$ cat src/rtl/div_unit_pkg.sv
// Shared definitions for the iterative divider.
// Contents: DivCode encodings, FSM state encoding, 32-bit constants and
// small two's-complement helper functions used at operand capture and at
// result sign correction.
package div_unit_pkg;

    // RV32M division operation select (DivCode).
    typedef enum logic [1:0] {
        DIV_DIV  = 2'b00,
        DIV_DIVU = 2'b01,
        DIV_REM  = 2'b10,
        DIV_REMU = 2'b11
    } div_code_e;

    // Divider FSM states.
    typedef enum logic [1:0] {
        IDLE   = 2'b00,
        CALC   = 2'b01,
        FINISH = 2'b10
    } div_state_e;

    localparam logic [31:0] INT_MIN  = 32'h8000_0000;
    localparam logic [31:0] ALL_ONES = 32'hFFFF_FFFF;

    // Two's-complement negation.
    function automatic logic [31:0] neg32(input logic [31:0] x);
        return (~x) + 32'd1;
    endfunction

    // Magnitude of x when interpreted as signed; x unchanged when unsigned.
    function automatic logic [31:0] mag32(input logic [31:0] x, input logic is_signed);
        logic [31:0] r;
        if (is_signed && x[31]) begin
            r = neg32(x);
        end else begin
            r = x;
        end
        return r;
    endfunction

endpackage

$ cat src/rtl/div_unit_adder.sv
// adder_32bits: shared 32-bit ripple/carry adder of the EX datapath.
// Ports:
//   a_i   [31:0]  first operand
//   b_i   [31:0]  second operand
//   ci_i          carry in
//   sum_o [31:0]  a_i + b_i + ci_i (low 32 bits)
//   co_o          carry out
module adder_32bits (
    input  logic [31:0] a_i,
    input  logic [31:0] b_i,
    input  logic        ci_i,
    output logic [31:0] sum_o,
    output logic        co_o
);

    logic [32:0] full_s;

    // 33-bit sum so the carry out is available to callers doing compares.
    always_comb begin
        full_s = {1'b0, a_i} + {1'b0, b_i} + {32'd0, ci_i};
    end

    assign sum_o = full_s[31:0];
    assign co_o  = full_s[32];

endmodule

$ cat src/rtl/div_unit.sv
// div_unit: iterative restoring divider for RV32M DIV/DIVU/REM/REMU.
// One quotient bit per clock; 34 cycles from accepted start to done for a
// normal op, 2 cycles for divide-by-zero and signed overflow.
// Ports:
//   clk, rst_n      clock, asynchronous active-low reset
//   start           request new op (accepted only in IDLE, without flush)
//   DivCode [1:0]   00 DIV, 01 DIVU, 10 REM, 11 REMU
//   A, B    [31:0]  dividend, divisor (sampled at accept only)
//   flush           synchronous abort, returns to IDLE without done
//   busy            operation in flight (state != IDLE)
//   done            one-cycle pulse, Result valid
//   Result  [31:0]  quotient or remainder, held until next done
module div_unit
    import div_unit_pkg::*;
#(
    parameter int WIDTH = 32,
    parameter int CNT_W = 5
) (
    input  logic             clk,
    input  logic             rst_n,
    input  logic             start,
    input  logic [1:0]       DivCode,
    input  logic [WIDTH-1:0] A,
    input  logic [WIDTH-1:0] B,
    input  logic             flush,
    output logic             busy,
    output logic             done,
    output logic [WIDTH-1:0] Result
);

    div_state_e       state_q, state_d;
    logic [CNT_W-1:0] cnt_q, cnt_d;
    logic [1:0]       code_q, code_d;
    logic [WIDTH-1:0] div_q, div_d;
    logic [WIDTH-1:0] quo_q, quo_d;
    logic [WIDTH-1:0] rem_q, rem_d;
    logic             q_neg_q, q_neg_d;
    logic             r_neg_q, r_neg_d;
    logic             special_q, special_d;
    logic             done_q, done_d;
    logic [WIDTH-1:0] result_q, result_d;

    logic             is_signed_s;
    logic [WIDTH:0]   rem_shift_s;
    logic [WIDTH-1:0] trial_s;
    logic             trial_co_s;
    logic             trial_ok_s;

    // Signed variants have DivCode[0] clear.
    assign is_signed_s = ~DivCode[0];

    // Partial remainder shifted left with the next dividend bit.
    assign rem_shift_s = {rem_q, quo_q[WIDTH-1]};

    // rem_shift - divisor via the shared adder (inverted b, carry in set).
    adder_32bits u_trial_sub (
        .a_i   (rem_shift_s[WIDTH-1:0]),
        .b_i   (~div_q),
        .ci_i  (1'b1),
        .sum_o (trial_s),
        .co_o  (trial_co_s)
    );

    // A set bit 32 means rem_shift >= 2^32 > divisor, so the trial is
    // non-negative regardless of the 32-bit carry; otherwise carry = no borrow.
    assign trial_ok_s = rem_shift_s[WIDTH] | trial_co_s;

    // Next-state, datapath and output-register logic.
    always_comb begin
        state_d   = state_q;
        cnt_d     = cnt_q;
        code_d    = code_q;
        div_d     = div_q;
        quo_d     = quo_q;
        rem_d     = rem_q;
        q_neg_d   = q_neg_q;
        r_neg_d   = r_neg_q;
        special_d = special_q;
        done_d    = 1'b0;
        result_d  = result_q;

        if (flush) begin
            state_d = IDLE;
        end else begin
            case (state_q)
                IDLE: begin
                    if (start) begin
                        code_d  = DivCode;
                        cnt_d   = '0;
                        q_neg_d = is_signed_s & (A[WIDTH-1] ^ B[WIDTH-1]);
                        r_neg_d = is_signed_s & A[WIDTH-1];
                        div_d   = mag32(B, is_signed_s);
                        if (B == '0) begin
                            quo_d     = ALL_ONES;
                            rem_d     = A;
                            special_d = 1'b1;
                            state_d   = FINISH;
                        end else if (is_signed_s && (A == INT_MIN) && (B == ALL_ONES)) begin
                            quo_d     = INT_MIN;
                            rem_d     = '0;
                            special_d = 1'b1;
                            state_d   = FINISH;
                        end else begin
                            // Dividend magnitude shifts out of quo as quotient bits shift in.
                            quo_d     = mag32(A, is_signed_s);
                            rem_d     = '0;
                            special_d = 1'b0;
                            state_d   = CALC;
                        end
                    end else begin
                        state_d = IDLE;
                    end
                end
                CALC: begin
                    quo_d = {quo_q[WIDTH-2:0], trial_ok_s};
                    if (trial_ok_s) begin
                        rem_d = trial_s;
                    end else begin
                        rem_d = rem_shift_s[WIDTH-1:0];
                    end
                    cnt_d = cnt_q + {{(CNT_W-1){1'b0}}, 1'b1};
                    if (cnt_q == {CNT_W{1'b1}}) begin
                        state_d = FINISH;
                    end else begin
                        state_d = CALC;
                    end
                end
                FINISH: begin
                    done_d  = 1'b1;
                    state_d = IDLE;
                    case (code_q)
                        DIV_DIV, DIV_DIVU: begin
                            if (q_neg_q && !special_q) begin
                                result_d = neg32(quo_q);
                            end else begin
                                result_d = quo_q;
                            end
                        end
                        DIV_REM, DIV_REMU: begin
                            if (r_neg_q && !special_q) begin
                                result_d = neg32(rem_q);
                            end else begin
                                result_d = rem_q;
                            end
                        end
                        default: begin
                            result_d = result_q;
                        end
                    endcase
                end
                default: begin
                    state_d = IDLE;
                end
            endcase
        end
    end

    // State and datapath registers.
    always_ff @(posedge clk or negedge rst_n) begin
        if (!rst_n) begin
            state_q   <= IDLE;
            cnt_q     <= '0;
            code_q    <= 2'b00;
            div_q     <= '0;
            quo_q     <= '0;
            rem_q     <= '0;
            q_neg_q   <= 1'b0;
            r_neg_q   <= 1'b0;
            special_q <= 1'b0;
            done_q    <= 1'b0;
            result_q  <= '0;
        end else begin
            state_q   <= state_d;
            cnt_q     <= cnt_d;
            code_q    <= code_d;
            div_q     <= div_d;
            quo_q     <= quo_d;
            rem_q     <= rem_d;
            q_neg_q   <= q_neg_d;
            r_neg_q   <= r_neg_d;
            special_q <= special_d;
            done_q    <= done_d;
            result_q  <= result_d;
        end
    end

    assign busy   = (state_q != IDLE);
    assign done   = done_q;
    assign Result = result_q;

endmodule

$ cat config.mk
export PLATFORM = sky130hd
export DESIGN_NAME = div_unit
export DESIGN_NICKNAME = d
export VERILOG_FILES = /design/src/rtl/div_unit_pkg.sv /design/src/rtl/div_unit_adder.sv /design/src/rtl/div_unit.sv
export SDC_FILE = /design/constraint.sdc
export NUM_CORES = 1
export LEC_CHECK = 0
export ABC_AREA = 1
export CORE_AREA = 10 10 221 223
export DETAILED_ROUTE_END_ITERATION = 12
export DIE_AREA = 0 0 231 233
export HOLD_SLACK_MARGIN = 0.08
export PLACE_DENSITY = 0.48
export SLEW_MARGIN = 20
export SYNTH_ARGS = -nofsm -noshare
export SYNTH_HDL_FRONTEND = slang
export SYNTH_SLANG_ARGS = --single-unit
$ cat constraint.sdc
create_clock -name clk -period 3 [get_ports clk]
set_clock_uncertainty 0.05 [all_clocks]
set_input_delay 0.9 -clock clk [delete_from_list [all_inputs] [get_ports clk]]
set_output_delay 0.9 -clock clk [all_outputs]
set_load 0.02 [all_outputs]
==> After elaboration in Yosys (flattened, before gate mapping) <==
Cells that the tools add are included.
Widths: inputs -> output; s select.
{ "classes": {"n_eq_ne": 9, "n_reduce_logical": 17, "bitwise_logic": 11, "n_addsub": 7, "n_mux": 25} }
{ "ops": {"columns": ["cell", "n"], "rows": [
  ["$mux 32", 10],
  ["$pmux 32 s2", 3],
  ["$not 32->32", 5],
  ["$add 32x1->32 const B", 4],
  ["$eq 32x32->1 const B", 2],
  ["$add 32x32->33", 1],
  ["$add 33x1->33 const B", 1],
  ["$logic_not 32->1", 1],
  ["$mux 2", 5],
  ["$pmux 5 s2", 1],
  ["$eq 2x2->1 const B", 3],
  ["$logic_and 1x1->1", 6],
  ["$reduce_and 3->1", 2],
  ["$add 5x1->5 const B", 1],
  ["$eq 5x5->1 const B", 1],
  ["$mux 5", 1],
  ["$eq 2x1->1 const B", 2],
  ["$logic_not 2->1", 2],
  ["$mux 1", 4],
  ["$pmux 2 s2", 1],
  ["$reduce_bool 2->1", 2],
  ["$reduce_or 2->1", 2],
  ["$and 1x1->1", 2],
  ["$ne 2x2->1 const B", 1],
  ["other kinds (5)", 6]
]} }
{ "word_totals": {"in_bits": 70, "output_inout_bits": 34, "ff_bits": 141, "word_cells": 80} }

==> Logic depth before layout (Yosys ltp) <==
Gate-level depths: netlist of the first run.
{ "logic_depth": {"ltp_word": 8, "depth_mapped": 17, "depth_no_buf": 16} }

==> Modules after synthesis <==
From an unflattened synthesis of the first run, not the netlist that was laid out.
{ "unflattened": {"cells_unflattened": 2213, "hier_area_um2": 13161.4} }
{ "modules_own_cells": {"columns": ["module", "instances", "area_each_um2", "cells_each", "seq_area_each_um2"], "rows": [
  ["div_unit", 1, 10760.3, 1711, 3503.4],
  ["adder_32bits", 1, 2401.1, 502, 0.0]
]} }

==> Worst setup path after synthesis of the first run <==
No wires, ideal clock.
{ "synth_path": {"path_kind": "in2reg", "start": "input port A[1]", "end": "register quo_q[24]", "stages": 12, "n_path_buf": 1, "setup_ns": 0.117, "t_arrival_ns": 2.331, "required_time_ns": 2.833, "path_slack_ns": 0.502, "path_cell_list": "inv_1 -> ha_1 -> nand3_1 -> nor2_2 -> nand4_1 -> nor3_2 -> nand2_2 -> nand2_1 -> buf_4 -> nor2_1 -> nor2_1 -> nor2_1"} }
{ "synth_between": {"elab_chain_len": 7, "word_cells_on_any_way": 10, "classes_between": "1 x add/sub; 1 x eq/ne; 5 x mux; 1 x bitwise; 2 x reduce/logical"} }
{ "synth_lines": {"columns": ["item", "line_no", "rtl"], "rows": [
  ["start, declared", "div_unit.sv:23", "input logic [WIDTH-1:0] A,"],
  ["$not 32->32 or $eq 32x32->1 (tied branches)", "div_unit_pkg.sv:27, div_unit.sv:98", null],
  ["$add 32x1->32 or $logic_and 1x1->1 (tied branches)", "div_unit_pkg.sv:27, div_unit.sv:98", null],
  ["$mux 32 or $logic_and 1x1->1 (tied branches)", "div_unit_pkg.sv:33, div_unit.sv:98", null],
  ["$mux 32 *", "div_unit.sv:98", "end else if (is_signed_s && (A == INT_MIN) && (B == ALL_ONES)) begin"],
  ["$mux 32 *", "div_unit.sv:93", "if (B == '0) begin"],
  ["$mux 32 *", "div_unit.sv:87", "if (start) begin"],
  ["$pmux 32 s2 *", "div_unit.sv:85", "case (state_q)"],
  ["end signal, assigned", "div_unit.sv:177", "quo_q <= quo_d;"],
  ["end, declared", "div_unit.sv:35", "logic [WIDTH-1:0] quo_q, quo_d;"]
]} }
Every way passes the cells marked *; elsewhere a longest branch is shown, timed or not. The select of a mux whose other input is x is not followed.
A chain may end at the register's enable or synchronous reset.

==> Final worst setup path of the first run <==
{ "layout_path": {"start": "input port A[25]", "end": "register quo_q[20]"} }
{ "layout_between": {"elab_chain_len": 7} }
{ "layout_lines": {"columns": ["item", "line_no"], "rows": [
  ["$eq 32x32->1", "div_unit.sv:98"],
  ["$logic_and 1x1->1 (2 in series)", "div_unit.sv:98"],
  ["$mux 32", "div_unit.sv:98"],
  ["$mux 32", "div_unit.sv:93"],
  ["$mux 32", "div_unit.sv:87"],
  ["$pmux 32 s2", "div_unit.sv:85"]
]} }
Every way passes these cells. The select of a mux whose other input is x is not followed.

==> results.md, run 1 <==
- Filler instances: 4953
- Crit path cell chain: clkdlybuf4s50_1, nor2_1, nand3_2, nor3_1, nand3_1, nor2_1, nand2_2, nand2_1, buf_12, nor2_1, nor2_1, nor2_1
- Distinct cell type count after synthesis: 43
- Largest family of logic cells by synthesized area: simple AND/OR/NAND/NOR gates
- Starting DRC count in detailed routing: 1211
- Syn-to-layout area delta: 26.6%
- H-tree depth: 4
- Setup violators final: 0
- Core ar.: 44100 µm²
- Worst hold path class: input pin to asynchronous set/reset pin
- GR Overflow Total: 0
- Crit-path max cell delay: 0.43 ns
- Multiplexer share of the synthesized area: 0
- Least-Margin Pin Slew: 0.711 ns
- Worst Path Arrival: 3.07 ns
- WL final: 55.8 mm
- Total GRT Usage: 0.209
- Chip height: 233 µm
- CTS Sinks: 140
- Synthesized area: 13200 µm²
- DP Area: 16100 µm²
- Vias: 15200
- Register area share after synthesis: 0.266
- Critical Path End Type: flip-flop
- Final Hold Viols: 0
- Final Instance Area: 16700 µm²
- Min Tclk post-route: 2.75 ns
- Port Buffer Count: 103
- Compound-cell area share of the yosys netlist: 0.102
- Post-CTS Setup Bufs: 0
- Fin crit share: 0.918
- Worst path required time: 3.32 ns
- Max Slew Vio Count: 0
- HPWL after DPL: 45.6 mm
- #FFs+latches synth: 140
- # diodes: 0
- Post-synthesis net count: 2393
- PD cells: 686 nW/µm²
- Outcome: completed
- Adder-cell share of the synthesized area: 0.0385
- Clock buffer count from CTS: 17
- # rows: 77
- Post-synth top area share: 0.266
- Number of synthesis warnings: 0
- Pwr Total: 11.5 mW
- Die area: 53800 µm²
- Cells after DPL: 3079
- Final ANT Viol Nets: 0
- CP Max Fanout: 11
- Synth Area in Simple Gates: 0.444
- CP top delay family: simple AND/OR/NAND/NOR gates
- RSZ-0062 raised after global routing: no
- Setup CP Type: input pin to flip-flop
- Post-layout net count: 2616
- Via count of the first global-routing pass: 14600
- CTS root buffer: clkbuf_16
- # IOs: 104
- CTS tree: yes
- MaxCap Viol Count: 0
- Slew HR: 0.522
- DIE WIDTH: 231 µm
- Avg Cell Area, Syn: 5.78 µm²
- Hold-fix buffers, CTS: 0
- Ys async rst share: 1.00
- Initial core utilization: 0.299
- Top FF cell, synth: dfrtp_1
- Post-Synth XOR/XNOR Area: 0.0345
- Share of post-route cells with drive strength above 1: 0.0941
- First-pass GRT wire length: 86.3 mm
- Clk slew on worst S/H paths: 0.07 ns
- Setup crit start kind: input pin
- DR WL/cell: 18.0 µm
- PostCTS Resize Cnt: 0
- Worst Path Buf+Inv: 2
- Fmax: 0.363 GHz
- Non-filler cells, final: 3110
- CP most frequent cell: nor2_1
- CTS max path bufs: 2
- Initial antenna violation count: 0
- EDFF count, synth: 0
- Synth area leaders: dfrtp_1, nand2_1, nor2_1, inv_1, nand3_1
- GPL Wtd Cong: 0.953
- Crit-path slowest cell: clkdlybuf4s50_1
- Router iterations before antenna repair: 8
- Clk_lat worst skew: 0.48 ns
- Maximum vdd drop: 0.000425 V
- Residual DRC: 0
- Largest net degree at the start of global routing: 54
- Synth Instances: 2283
- LEAKAGE: 8.57 nW
- Dominant cell type by area after synthesis: dfrtp_1
- DR vias/cell: 4.88
worst register-to-register path: cells and delay by family, from the launching register on:
family | cells | cell delay (ns)
and+or+nand+nor | 10 | 1.00
adders and majority gates | 2 | 0.64
DFF | 1 | 0.46
buffers and inverters | 3 | 0.39
AOI/OAI and AO/OA | 1 | 0.07
final timing paths:
check | startpoint | slack, ns | cells after the start | endpoint
worst max-delay path | A[25] | 0.25 | 12 | quo_q[20]
worst min-delay path | rst_n | 0.33 | 1 | div_q[3]
worst max register to register | quo_q[31] | 0.29 | 16 | rem_q[23]
worst min register to register | Result[5] | 0.42 | 2 | Result[5]
max in group asynchronous | rst_n | 1.84 | 2 | Result[5]
min in group clk | Result[5] | 0.42 | 2 | Result[5]
stage by stage:
stage	hold slack, ns	setup slack (ns)	TNS [ns]	utilization
after CTS	0.322	0.147	0	0.379
after global placement	0.411	-0.365	-8.72	0.365
final	0.330	0.247	0	0.379
after detailed placement	0.415	-0.360	-9.69	0.365
after global routing	0.335	0.0591	0	0.379
after floorplan	0.396	0.502	0	-
registers in the layout, indices dropped and copies added (netlist names):
name / cells
special_q: 1
div_q: 32
code_q: 1
done: 1
q_neg_q: 1
state_q: 2
cnt_q: 5
Result: 32
rem_q: 32
r_neg_q: 1
quo_q: 32
per-layer routing:
layer	GRT usage	wire length [µm]
met4	0.0699	1490
met2	0.327	24900
met3	0.0482	3630
met5	0	0
met1	0.279	25800
cell usage in the layout (no fill, tap or decap), types with 42 or more instances in the layout:
| cell type | instances |
|---|---|
| nand2_1 | 739 |
| inv_1 | 319 |
| clkdlybuf4s50_1 | 102 |
| o21ai_0 | 117 |
| a21oi_1 | 89 |
| nor2_1 | 330 |
| nand4_1 | 42 |
| dfrtp_1 | 139 |
| buf_4 | 154 |
| nand3_1 | 222 |
Yosys cell counts (16+ instances only):
cell,n
a31oi_1,19
nand4_1,42
nand2_1,739
o21ai_0,117
clkbuf_1,54
a21oi_1,89
nand3_1,223
nor3_1,26
nor2_1,332
xor2_1,36
inv_1,320
dfrtp_1,140
ha_1,39
xnor2_1,16
logic make-up after synthesis:
group,after synthesis
XOR/XNOR,52
buffers and inverters,394
AND/OR/NAND/NOR,1402
AO/OA/AOI/OAI,255
flip-flops,140
adder cells (fa/ha/maj),40
power breakdown:
part	total, mW	leakage, nW	internal, mW	switching (mW)
combinational	6.45	6.57	2.23	4.22
sequential	2.73	1.71	2.25	0.478
clock	2.29	0.294	1.33	0.958
cell type report:
class / count / area, µm² / share of cell area
inverter: 329 / 1240 / 0.0740
timing repair buffer: 269 / 2430 / 0.145
sequential: 140 / 3500 / 0.210
clock buffer: 19 / 443 / 0.0265
clock inverter: 12 / 164 / 0.00981
multi-input combinational: 1749 / 8190 / 0.490
tap: 592 / 741 / 0.0443
Note: power is estimated with default switching activity, not from simulation.
==> run 2, diff against run 1 <==
--- a/config.mk
+++ b/config.mk
@@ -11,6 +11,8 @@
 export DIE_AREA = 0 0 231 233
 export HOLD_SLACK_MARGIN = 0.08
 export PLACE_DENSITY = 0.48
+export REMOVE_ABC_BUFFERS = 1
+export SETUP_SLACK_MARGIN = 0.1
 export SLEW_MARGIN = 20
 export SYNTH_ARGS = -nofsm -noshare
 export SYNTH_HDL_FRONTEND = slang
==> results.md, run 2 (same netlist as run 1, synthesis figures left out) <==
- Core ar.: 44100 µm² (unchanged)
- Residual DRC: 0 (unchanged)
- # diodes: 0 (unchanged)
- Clock buffer count from CTS: 17 (unchanged)
- Filler instances: 5035 (was 4953)
- Final ANT Viol Nets: 0 (unchanged)
- Clk slew on worst S/H paths: 0.07 ns (about the same)
- Worst Path Buf+Inv: 4 (was 2)
- Initial antenna violation count: 1 (was 0)
- Crit-path max cell delay: 0.40 ns (was 0.43 ns)
- Chip height: 233 µm (unchanged)
- Setup crit start kind: flip-flop (was input pin)
- Vias: 15100 (was 15200)
- Share of post-route cells with drive strength above 1: 0.0850 (was 0.0941)
- Total GRT Usage: 0.203 (was 0.209)
- CP top delay family: simple AND/OR/NAND/NOR gates (unchanged)
- Fin crit share: 0.898 (was 0.918)
- Critical Path End Type: flip-flop (unchanged)
- CTS root buffer: clkbuf_16 (unchanged)
- PD cells: 699 nW/µm² (was 686 nW/µm²)
- Initial core utilization: 0.299 (unchanged)
- Final Hold Viols: 0 (unchanged)
- GPL Wtd Cong: 0.938 (was 0.953)
- Final Instance Area: 16500 µm² (was 16700 µm²)
- Post-CTS Setup Bufs: 0 (unchanged)
- H-tree depth: 4 (unchanged)
- Maximum vdd drop: 0.000344 V (was 0.000425 V)
- Via count of the first global-routing pass: 14300 (was 14600)
- Most common cell after layout, fill and taps aside: nand2_1 (unchanged)
- Outcome: completed (unchanged)
- Final Util: 0.373 (was 0.379)
- HPWL after DPL: 44.3 mm (was 45.6 mm)
- Syn-to-layout area delta: 24.8% (was 26.6%)
- Worst hold path class: input pin to asynchronous set/reset pin (unchanged)
- CP Max Fanout: 13 (was 11)
- Max Slew Vio Count: 0 (unchanged)
- DP Area: 15900 µm² (was 16100 µm²)
- Die area: 53800 µm² (unchanged)
- Crit path cell chain: inv_1, ha_2, fa_1, inv_1, nand3_1, nand2_1, nand2_1, nand2_1, nand2_1, nand2_2, buf_4, nand2_2, nand2_2, nand2_1, buf_4, nand2_1, nand3_1, a21oi_1 (was clkdlybuf4s50_1, nor2_1, nand3_2, nor3_1, nand3_1, nor2_1, nand2_2, nand2_1, buf_12, nor2_1, nor2_1, nor2_1)
- Worst path required time: 3.34 ns (was 3.32 ns)
- Clk_lat worst skew: 0.47 ns (was 0.48 ns)
- Router iterations before antenna repair: 7 (was 8)
- DR vias/cell: 4.89 (was 4.88)
- PostCTS Resize Cnt: 0 (unchanged)
- Port Buffer Count: 103 (unchanged)
- MaxCap Viol Count: 0 (unchanged)
- WL final: 54.8 mm (was 55.8 mm)
- DR WL/cell: 17.8 µm (was 18.0 µm)
- Fmax: 0.371 GHz (was 0.363 GHz)
- Setup CP Type: flip-flop to flip-flop (was input pin to flip-flop)
- # rows: 77 (unchanged)
- Worst Path Arrival: 3.03 ns (was 3.07 ns)
- WHS: 0.328 ns (was 0.330 ns)
- Min Tclk post-route: 2.69 ns (was 2.75 ns)
- LEAKAGE: 8.42 nW (was 8.57 nW)
- Setup violators final: 0 (unchanged)
- Hold-fix buffers, CTS: 0 (unchanged)
- Commonest cells after routing, fill and taps aside: nand2_1, nor2_1, inv_1 (unchanged)
- CTS max path bufs: 2 (unchanged)
- CTS tree: yes (unchanged)
- First-pass GRT wire length: 84.2 mm (was 86.3 mm)
- Post-layout net count: 2590 (was 2616)
- Least-Margin Pin Slew: 0.689 ns (was 0.711 ns)
- RSZ-0062 raised after global routing: no (unchanged)
- Pwr Total: 11.5 mW (about the same)
- CTS Sinks: 140 (unchanged)
- GR Overflow Total: 0 (unchanged)
- Crit-path slowest cell: fa_1 (was clkdlybuf4s50_1)
- DIE WIDTH: 231 µm (unchanged)
- Slew HR: 0.540 (was 0.522)
- CP most frequent cell: nand2_1 (was nor2_1)
- # IOs: 104 (unchanged)
- Starting DRC count in detailed routing: 1281 (was 1211)
- Largest net degree at the start of global routing: 61 (was 54)
[run 2: layer usage]
layer	part of all wire	global-route usage	up-vias
met5	0	0	-
met4	0.013	0.0442	0
met3	0.051	0.0269	35
met2	0.45	0.323	412
met1	0.49	0.286	7047
li1	-	-	7606
[run 2: report_power, final]
part | internal, mW | total (mW) | switching (mW)
clock network | 1.33 | 2.32 | 0.993
registers | 2.25 | 2.69 | 0.436
logic | 2.24 | 6.51 | 4.26
[run 2: area by class of cell]
class,instances,area (µm²),area share
clock inverter,14,168,0.0102
inverter,329,1240,0.0751
sequential,140,3500,0.213
multi-input combinational,1749,8200,0.498
tap,592,741,0.0450
timing repair buffer,243,2190,0.133
clock buffer,18,439,0.0267
[run 2: through the flow]
stage                     std cells  setup WS (ns)  TNS, ns
after floorplan                2218          -1.87  -140.90
after global routing           3085          0.118        0
after detailed placement       3053         -0.111    -2.82
after CTS                      3085          0.220        0
final                          3085          0.306        0
after global placement         3053        -0.0562   -0.915
[run 2: final timing paths]
| path | startpoint | endpoint | slack (ns) | cells past startpoint |
|---|---|---|---|---|
| worst max-delay path | quo_q[31] | rem_q[0] | 0.31 | 18 |
| max in group asynchronous | rst_n | Result[25] | 1.84 | 2 |
| worst min register to register | Result[2] | Result[2] | 0.43 | 2 |
| worst min-delay path | rst_n | div_q[5] | 0.33 | 1 |
| worst max register to register | quo_q[31] | rem_q[0] | 0.31 | 18 |
| min in group clk | Result[2] | Result[2] | 0.43 | 2 |
[run 2: worst register-to-register path: stages, from the launching register on]
cell and delay [ns]:
dfrtp_1 0.38, inv_1 0.14, ha_2 0.23, fa_1 0.40, inv_1 0.10, nand3_1 0.06, nand2_1 0.11, nand2_1 0.06
nand2_1 0.10, nand2_1 0.09, nand2_2 0.07, buf_4 0.11, nand2_2 0.05, nand2_2 0.08, nand2_1 0.08, buf_4 0.19
nand2_1 0.07, nand3_1 0.10, a21oi_1 0.14
